===== src/rtl/display_pkg.sv =====
// Message-select encoding shared by the scroll scheduler and the scoreboard text mux.
// Pure definitions: no logic, no latency, no flow control.
package display_pkg;

  typedef enum logic [1:0] {
    MSG_NORMAL   = 2'd0,
    MSG_DEBUG    = 2'd1,
    MSG_BANNER   = 2'd2,
    MSG_GAMEOVER = 2'd3
  } msg_sel_t;

  localparam int MSG_COUNT = 4;

endpackage


===== src/rtl/scroll_step_gen.sv =====
// Scroll step tick divider and character position counter with synchronous clear.
// Registered outputs, clear takes effect on the next edge; free-running, no backpressure.
module scroll_step_gen #(
  parameter int TICK_DIV  = 12_500_000,
  parameter int MSG_CHARS = 20
) (
  input  logic                         clock,
  input  logic                         reset,
  input  logic                         clear,
  output logic                         scrollTick,
  output logic [$clog2(MSG_CHARS)-1:0] scrollPos,
  output logic                         passEnd
);

  localparam int TICK_W = $clog2(TICK_DIV);
  localparam int POS_W  = $clog2(MSG_CHARS);
  localparam logic [TICK_W-1:0] TICK_LAST = TICK_W'(TICK_DIV - 1);
  localparam logic [POS_W-1:0]  POS_LAST  = POS_W'(MSG_CHARS - 1);

  logic [TICK_W-1:0] tickCnt;
  logic [TICK_W-1:0] tickNext;
  logic [POS_W-1:0]  posNext;

  always_comb begin
    tickNext = '0;
    posNext  = scrollPos;
    if (clear) begin
      tickNext = '0;
      posNext  = '0;
    end else begin
      tickNext = (tickCnt == TICK_LAST) ? '0 : tickCnt + TICK_W'(1);
      if (scrollTick) begin
        posNext = (scrollPos == POS_LAST) ? '0 : scrollPos + POS_W'(1);
      end
    end
  end

  // scrollTick is registered from the next count so it lines up with tickCnt == TICK_LAST.
  always_ff @(posedge clock or negedge reset) begin
    if (!reset) begin
      tickCnt    <= '0;
      scrollPos  <= '0;
      scrollTick <= 1'b0;
    end else begin
      tickCnt    <= tickNext;
      scrollPos  <= posNext;
      scrollTick <= (tickNext == TICK_LAST);
    end
  end

  assign passEnd = scrollTick && (scrollPos == POS_LAST);

endmodule


===== src/rtl/scroll_message_scheduler.sv =====
// Arbitrates the four display messages and drives scroll tick, position and restart.
// All outputs registered, one cycle from input to msgSel; no backpressure.
module scroll_message_scheduler
  import display_pkg::*;
#(
  parameter int TICK_DIV      = 12_500_000,
  parameter int MSG_CHARS     = 20,
  parameter int BANNER_PASSES = 2
) (
  input  logic                         clock,
  input  logic                         reset,
  input  logic                         gameOver,
  input  logic                         debugMode,
  input  logic                         bannerReq,
  output logic [1:0]                   msgSel,
  output logic                         scrollTick,
  output logic [$clog2(MSG_CHARS)-1:0] scrollPos,
  output logic                         scrollRestart,
  output logic                         bannerPending
);

  localparam int PASS_W = $clog2(BANNER_PASSES + 1);
  localparam logic [PASS_W-1:0] PASS_LOAD = PASS_W'(BANNER_PASSES);
  localparam logic [PASS_W-1:0] PASS_ONE  = PASS_W'(1);

  msg_sel_t          state;
  msg_sel_t          nextState;
  msg_sel_t          desired;
  logic [PASS_W-1:0] passCnt;
  logic [PASS_W-1:0] passCntNext;
  logic              pendingNext;
  logic              restartNext;
  logic              stepClear;
  logic              passEnd;
  logic              lastPass;

  scroll_step_gen #(
    .TICK_DIV  (TICK_DIV),
    .MSG_CHARS (MSG_CHARS)
  ) uStep (
    .clock      (clock),
    .reset      (reset),
    .clear      (stepClear),
    .scrollTick (scrollTick),
    .scrollPos  (scrollPos),
    .passEnd    (passEnd)
  );

  always_ff @(posedge clock or negedge reset) begin
    if (!reset) begin
      state         <= MSG_NORMAL;
      passCnt       <= '0;
      bannerPending <= 1'b0;
      scrollRestart <= 1'b0;
    end else begin
      state         <= nextState;
      passCnt       <= passCntNext;
      bannerPending <= pendingNext;
      scrollRestart <= restartNext;
    end
  end

  always_comb begin
    if (gameOver) begin
      desired = MSG_GAMEOVER;
    end else if (bannerPending || bannerReq) begin
      desired = MSG_BANNER;
    end else if (debugMode) begin
      desired = MSG_DEBUG;
    end else begin
      desired = MSG_NORMAL;
    end

    lastPass  = passEnd && (passCnt <= PASS_ONE);
    nextState = state;
    // Game over preempts mid-pass; everything else waits for the pass to finish.
    if (gameOver) begin
      nextState = MSG_GAMEOVER;
    end else begin
      case (state)
        MSG_GAMEOVER: nextState = desired;
        MSG_BANNER:   if (lastPass) nextState = desired;
        default:      if (passEnd) nextState = desired;
      endcase
    end
  end

  always_comb begin
    restartNext = (nextState != state);
    stepClear   = restartNext;

    pendingNext = bannerPending;
    if (gameOver) begin
      pendingNext = 1'b0;
    end else if ((nextState == MSG_BANNER) && (state != MSG_BANNER)) begin
      pendingNext = 1'b0;
    end else if (bannerReq && (state != MSG_BANNER)) begin
      pendingNext = 1'b1;
    end

    // A request while the banner is already up extends it rather than queueing another.
    passCntNext = passCnt;
    if (nextState != MSG_BANNER) begin
      passCntNext = '0;
    end else if ((state != MSG_BANNER) || bannerReq) begin
      passCntNext = PASS_LOAD;
    end else if (passEnd) begin
      passCntNext = passCnt - PASS_ONE;
    end
  end

  assign msgSel = state;

endmodule


===== config.mk =====
export PLATFORM = sky130hd
export DESIGN_NAME = scroll_message_scheduler
export DESIGN_NICKNAME = d
export VERILOG_FILES = /design/src/rtl/display_pkg.sv /design/src/rtl/scroll_step_gen.sv /design/src/rtl/scroll_message_scheduler.sv
export SDC_FILE = /design/constraint.sdc
export NUM_CORES = 1
export LEC_CHECK = 0
export ABC_CLOCK_PERIOD_IN_PS = 3600
export CAP_MARGIN = 10
export CORE_MARGIN = 3
export CORE_UTILIZATION = 30
export CTS_CLUSTER_DIAMETER = 50
export DETAILED_ROUTE_END_ITERATION = 12
export GPL_TIMING_DRIVEN = 0
export PLACE_DENSITY = 0.53
export SETUP_SLACK_MARGIN = 0.4
export SLEW_MARGIN = 30
export SYNTH_ARGS = -nofsm -noshare
export SYNTH_HDL_FRONTEND = slang
export SYNTH_SLANG_ARGS = --single-unit

===== constraint.sdc =====
create_clock -name clock -period 3.6 [get_ports clock]
set_input_delay 0.54 -clock clock [delete_from_list [all_inputs] [get_ports clock]]
set_output_delay 0.54 -clock clock [all_outputs]
set_load 0.01 [all_outputs]

==> metrics, run 1 <==
Core ar.=6830 µm²; Synth Net Count=236; EDFF count, synth=0; Ys Warns=0; clock sink total=36; maximum buffer depth of the clock tree=2; diodes inserted=0; post-synthesis sequential area ratio=42.2%; Synth cell types=51; Total Die Area=8160 µm²; GRT Resource Usage Total=12.6%; Fillers=737; top post-synthesis cells by area=dfrtp_1, nor2_1, xor2_1; Initial Utilization=31.2%; wire length on met1=2380 µm; Routed WL=4690 µm; status=finished clean; Rows=30; drt wl/cell=13.5 µm; synthesized area=2130 µm²; layout cells sized above 1=12.7%; synth cell count leaders=dfrtp_1, nor2_1, nand2_1; most area-hungry cell type in the Yosys netlist=dfrtp_1; Slew Limit Fails=0; Final Net Count=258; crit path max fanout=5; RSZ-0062 raised after global routing=no; Max IR drop VDD=0.287 mV; worst hold path type=in2async; Root Buffer=clkbuf_8; gr ovfl total=0; CTS clk-pin slew, worst paths=80 ps; CTS tree=built; via count=1654; routability cong.=0.814; Worst Path Required=3790 ps; Multi-input gate area=1170 µm²; Syn Inst Count=228; Hold Buf Count CTS=0; H-tree Lvls=2; PostCTS Resize Cnt=0; Final min period=2340 ps; Max Cap Viol=0; io pins=15; worst reg2reg endpoint=uStep.scrollTick$_DFF_PN0_; CTS Buf Count=5; Routed met3 length=184 µm; post-route ant nets=0; number of global-route vias before repair=1665; Detailed Place HPWL=3460 µm; skew final=4.51 ps; FF-to-FF path depth=8; LEAKAGE=1.05 nW; Setup CP Type=in2reg; final hold vios=0; IO buf count=14; r2r setup slk=1310 ps; initial DRC count=48; Setup Viol. Count Final=0; Crit. End Element=flop; Post-CTS Setup Bufs=0; Max Used Layer=met4; post-synth top area share=42.2%; syn avg cell area=9.36 µm²; slowest library cell on the worst path=clkdlybuf4s50_1; first-pass GRT wire length=8290 µm; Worst setup SP type=input pin; hold slack=182 ps; worst skew pair latency=290 ps; post-route setup TNS=0 ps; Vert. Die Dim=90.4 µm; largest net degree at the start of global routing=20; DR pass1 iterations=4; Synth-to-Final Area Change=18.3%; Async SR Flop Fraction=100%; final period utilization=65.0%; Worst Path Arrival=2530 ps; initial antenna violation count=0; die width=90.4 µm; Worst-Margin Slew=508 ps; number of synthesized register bits=36; reg2reg start=uStep.scrollPos[0]$_DFFE_PN0P_; Pwr Density=354 nW/µm²; routed length on met2=2070 µm; crit-path cells=clkdlybuf4s50_1 -> or2_1 -> a41oi_1 -> o41ai_1 -> or3_1 -> nand2b_1 -> nor4_2; Register Area=901 µm²; drt drc=0; Primary FF master, synth=dfrtp_1; Slew HR=65.9%; FMAX=428 MHz; Via density=4.77; CP peak stage delay=480 ps
## metal layers
layer	GRT usage, %	up-vias
met4	3.06	0
met1	17.3	780
met5	0	-
met3	4.17	6
li1	-	844
met2	19.4	24
## flip-flops by register name (all words and copies together) (netlist names)
| name | flops |
|---|---|
| bannerPending | 1 |
| msgSel | 2 |
| passCnt | 2 |
| scrollRestart | 1 |
| uStep.scrollPos | 5 |
| uStep.scrollTick | 1 |
| uStep.tickCnt | 24 |
## report_power, final
group,internal (mW),total (mW),leakage (nW),switching (mW)
clock,0.206,0.360,0.0552,0.155
sequential,0.418,0.432,0.489,0.0143
combinational,0.0413,0.101,0.503,0.0596
## logic make-up (layout without fill, tap and decap cells)
| kind of cell | Yosys count | count (layout) | synth area share [%] |
|---|---|---|---|
| simple gates | 116 | 116 | 31.8 |
| flops | 36 | 36 | 42.2 |
| compound gates | 31 | 31 | 9.97 |
| xor+xnor | 24 | 24 | 9.85 |
| buf+inv | 15 | 38 | 2.99 |
| fa+ha+maj | 3 | 3 | 1.76 |
| mux | 3 | 3 | 1.41 |
## cell type report
type	count	area share, %
well taps	96	4.76
clock inverters	2	1.39
repair buffers	15	6.44
flip-flops and latches	36	35.7
inverters	8	1.19
multi-input cells	177	46.3
plain buffers	7	1.34
clock buffers	6	2.87
## how the worst max path moves through the flow
stage                                         startpoint                    endpoint  slack (ps)
after floorplan           uStep.scrollPos[0]$_DFFE_PN0P_  uStep.scrollTick$_DFF_PN0_        1520
after CTS                                      bannerReq  uStep.scrollTick$_DFF_PN0_        1260
final                                          bannerReq  uStep.scrollTick$_DFF_PN0_        1260
after global routing          uStep.tickCnt[0]$_DFF_PN0_  uStep.scrollTick$_DFF_PN0_        1040
after global placement                         bannerReq  uStep.scrollTick$_DFF_PN0_         930
after detailed placement                       bannerReq  uStep.scrollTick$_DFF_PN0_         960
## layout by cell type (no fill, tap or decap), types with 3 or more instances in the layout
cell type	count
inv_1	8
o21bai_1	3
a21oi_1	6
nor4_1	6
nand2b_1	3
xnor2_1	11
buf_2	7
o21ai_0	6
mux2i_1	3
dfrtp_1	36
nor2_1	36
nand3_1	7
a31oi_1	4
and2_1	3
ha_1	3
nand3b_1	3
and3_1	5
nand2_1	16
nor2b_1	6
nor3_1	3
clkbuf_8	5
nand4_1	3
clkdlybuf4s50_1	13
xor2_1	13
## through the flow
| step | power (mW) | instance area [µm²] | util [%] | instances | setup WS (ps) |
|---|---|---|---|---|---|
| detailed placement | 0.544 | 2420 | 35.4 | 339 | 964 |
| global route | 0.937 | 2520 | 37.0 | 347 | 1040 |
| global placement | 0.539 | 2390 | 35.1 | 338 | 934 |
| floorplan | 0.496 | 2130 | - | 228 | 1520 |
| CTS | 0.907 | 2520 | 37.0 | 347 | 1260 |
| finish | 0.893 | 2520 | 37.0 | 347 | 1260 |
## worst max-delay path, delay by kind of cell
kind / cells / cell delay [ps]
and+or+nand+nor: 4 / 1170
buffers and inverters: 1 / 480
AOI/OAI and AO/OA: 2 / 330
(Power assumes the default switching activity.)
==> run 2, diff against run 1 <==
--- a/config.mk
+++ b/config.mk
@@ -5,14 +5,14 @@
 export SDC_FILE = /design/constraint.sdc
 export NUM_CORES = 1
 export LEC_CHECK = 0
-export ABC_CLOCK_PERIOD_IN_PS = 3600
+export ABC_CLOCK_PERIOD_IN_PS = 2100
 export CAP_MARGIN = 10
 export CORE_MARGIN = 3
 export CORE_UTILIZATION = 30
 export CTS_CLUSTER_DIAMETER = 50
 export DETAILED_ROUTE_END_ITERATION = 12
 export GPL_TIMING_DRIVEN = 0
-export PLACE_DENSITY = 0.53
+export PLACE_DENSITY = 0.55
 export SETUP_SLACK_MARGIN = 0.4
 export SLEW_MARGIN = 30
 export SYNTH_ARGS = -nofsm -noshare
==> constraint.sdc (replaced) <==
create_clock -name clock -period 2.1 [get_ports clock]
set_input_delay 0.315 -clock clock [delete_from_list [all_inputs] [get_ports clock]]
set_output_delay 0.315 -clock clock [all_outputs]
set_load 0.01 [all_outputs]
==> metrics, run 2 (synthesis results as in run 1) <==
status=finished clean; clock sink total=36 (unchanged); first-pass GRT wire length=8530 µm (+2.8%); Final Net Count=280 (+8.5%); RSZ-0062 raised after global routing=yes; worst skew pair latency=290 ps (about the same); Synth-to-Final Area Change=40.6%; Slew Limit Fails=0 (unchanged); final hold vios=0 (unchanged); Initial Utilization=31.2% (unchanged); number of global-route vias before repair=1743 (+4.7%); Crit. End Element=flop; Worst Path Arrival=2260 ps (-270 ps); wire length on met1=2570 µm (+8.2%); Critical Path Sink=uStep.scrollTick$_DFF_PN0_; routed length on met2=2380 µm (+15%); FF-to-FF path depth=9 (+1); maximum buffer depth of the clock tree=2 (unchanged); largest net degree at the start of global routing=20 (unchanged); worst reg2reg endpoint=uStep.scrollTick$_DFF_PN0_; Worst-Margin Slew=468 ps (-39.7 ps); Setup Viol. Count Final=0 (unchanged); Vert. Die Dim=90.4 µm (unchanged); Final min period=2050 ps; number of flip-flops under the largest register name=24 (unchanged); r2r setup slk=50 ps (-1260 ps); Setup CP Type=reg2reg; Final Instance Count excl. Fillers=369 (+6.3%); Detailed Place HPWL=3360 µm (-2.8%); Power Total=1.66 mW (+86%); FMAX=487 MHz; Max IR drop VDD=0.339 mV (+18%); worst hold path type=in2reg; layout cells sized above 1=32.2% (+19 points); skew final=6.85 ps (+2.35 ps); post-route ant nets=0 (unchanged); Core ar.=6830 µm² (unchanged); placed instance area=2460 µm² (+1.8%); CTS tree=built; most common cell after layout, fill and taps aside=dfrtp_1; initial DRC count=79 (+65%); Core Util, Final=43.9% (+7.0 points); Max Used Layer=met4; Pwr Density=554 nW/µm² (+57%); Rows=30 (unchanged); Slew HR=68.8% (+2.9 points); CTS Buf Count=5 (unchanged); io pins=15 (unchanged); Layout Cell Area excl Fill=3000 µm² (+19%); drt wl/cell=13.9 µm (+3.3%); gr ovfl total=0 (unchanged); IO buf count=14 (unchanged); crit path max fanout=4 (-1); initial antenna violation count=0 (unchanged); Setup crit start=uStep.scrollPos[1]$_DFFE_PN0P_; via count=1783 (+7.8%); Placed Cells=339 (unchanged); post-route setup TNS=0 ps (unchanged); Worst Path Required=2300 ps (-1490 ps); Worst setup SP type=flop; routability cong.=0.808 (-0.70%); Routed met3 length=134 µm (-27%); DR pass1 iterations=4 (unchanged); LEAKAGE=1.30 nW (+24%); commonest cells after routing, fill and taps aside=dfrtp_1, nor2_1, buf_4; drt drc=0 (unchanged); Regs by FF count=uStep.tickCnt: 24 flops, uStep.scrollPos: 5 flops; GRT Resource Usage Total=12.7% (+0.033 points); H-tree Lvls=2 (unchanged); Via density=4.83 (+1.4%); diodes inserted=0 (unchanged); Root Buffer=clkbuf_8; final period utilization=97.8%; reg2reg start=uStep.scrollPos[1]$_DFFE_PN0P_; Top reg by flops=uStep.tickCnt; Routed WL=5150 µm (+9.9%); Max Cap Viol=0 (unchanged); Total Die Area=8160 µm² (unchanged); die width=90.4 µm (unchanged); CTS clk-pin slew, worst paths=80 ps (about the same)
run 2: cell types whose count changed in the layout (fill, tap and decap cells not counted), moves of 4 or more:
cell and change:
nor2_4 +4, dfrtp_2 +5, buf_6 +6, nor2_2 +4
buf_2 -4, dfrtp_1 -5, nor2_1 -8, buf_4 +18
run 2: what timing repair did:
item,4_1_cts,5_1_grt
setup buffers,14,6
pin swaps,19,10
setup endpoints to repair,34,37
gates resized for setup,33,27
hold buffers,1,0
hold endpoints to repair,17,0
cloned,1,0
run 2: routing by layer:
layer  vias to the layer above  GRT usage [%]
li1                        891              -
met1                       859           17.9
met2                        27           19.4
met5                         -              0
met3                         6           3.17
met4                         0           3.32
run 2: worst min path at each step:
stage / startpoint / endpoint / slack, ps / cells past startpoint
final: bannerReq / passCnt[0]$_DFFE_PN0P_ / 390 / 2
after global routing: bannerReq / passCnt[0]$_DFFE_PN0P_ / 370 / 2
after CTS: reset / uStep.tickCnt[15]$_DFF_PN0_ / 510 / 2
after detailed placement: reset / uStep.tickCnt[12]$_DFF_PN0_ / 290 / 1
after global placement: uStep.tickCnt[0]$_DFF_PN0_ / uStep.tickCnt[0]$_DFF_PN0_ / 550 / 1
after floorplan: reset / bannerPending$_DFFE_PN0P_ / 20 / 0
run 2: cell type report:
cell class                 instances  area, µm²
inverter                           8       30.0
timing repair buffer              37        357
sequential                        36        907
fill                             665       3830
tap                               96        120
multi-input combinational        177       1420
clock inverter                     2       35.0
clock buffer                       6       72.6
buffer                             7       56.3
run 2: report_power, final:
group | internal, mW | leakage [nW] | switching (mW) | total, mW
Clock | 0.353 | 0.0552 | 0.255 | 0.607
Sequential | 0.718 | 0.483 | 0.0300 | 0.748
Combinational | 0.147 | 0.758 | 0.160 | 0.307
run 2: worst max-delay path, cell delays in order, from the launching register on:
cell	delay [ps]
dfrtp_1	390
ha_2	190
nor4bb_4	140
buf_4	150
buf_6	120
a211oi_2	200
a211oi_2	80
or3_4	400
nand2b_4	170
nor4_4	130
run 2: through the flow:
stage | setup WS, ps | hold WS, ps
finish | 45.4 | 395
global placement | -215 | 549
CTS | 35.2 | 507
detailed placement | -212 | 293
floorplan | 132 | 19.4
global route | -36.3 | 375
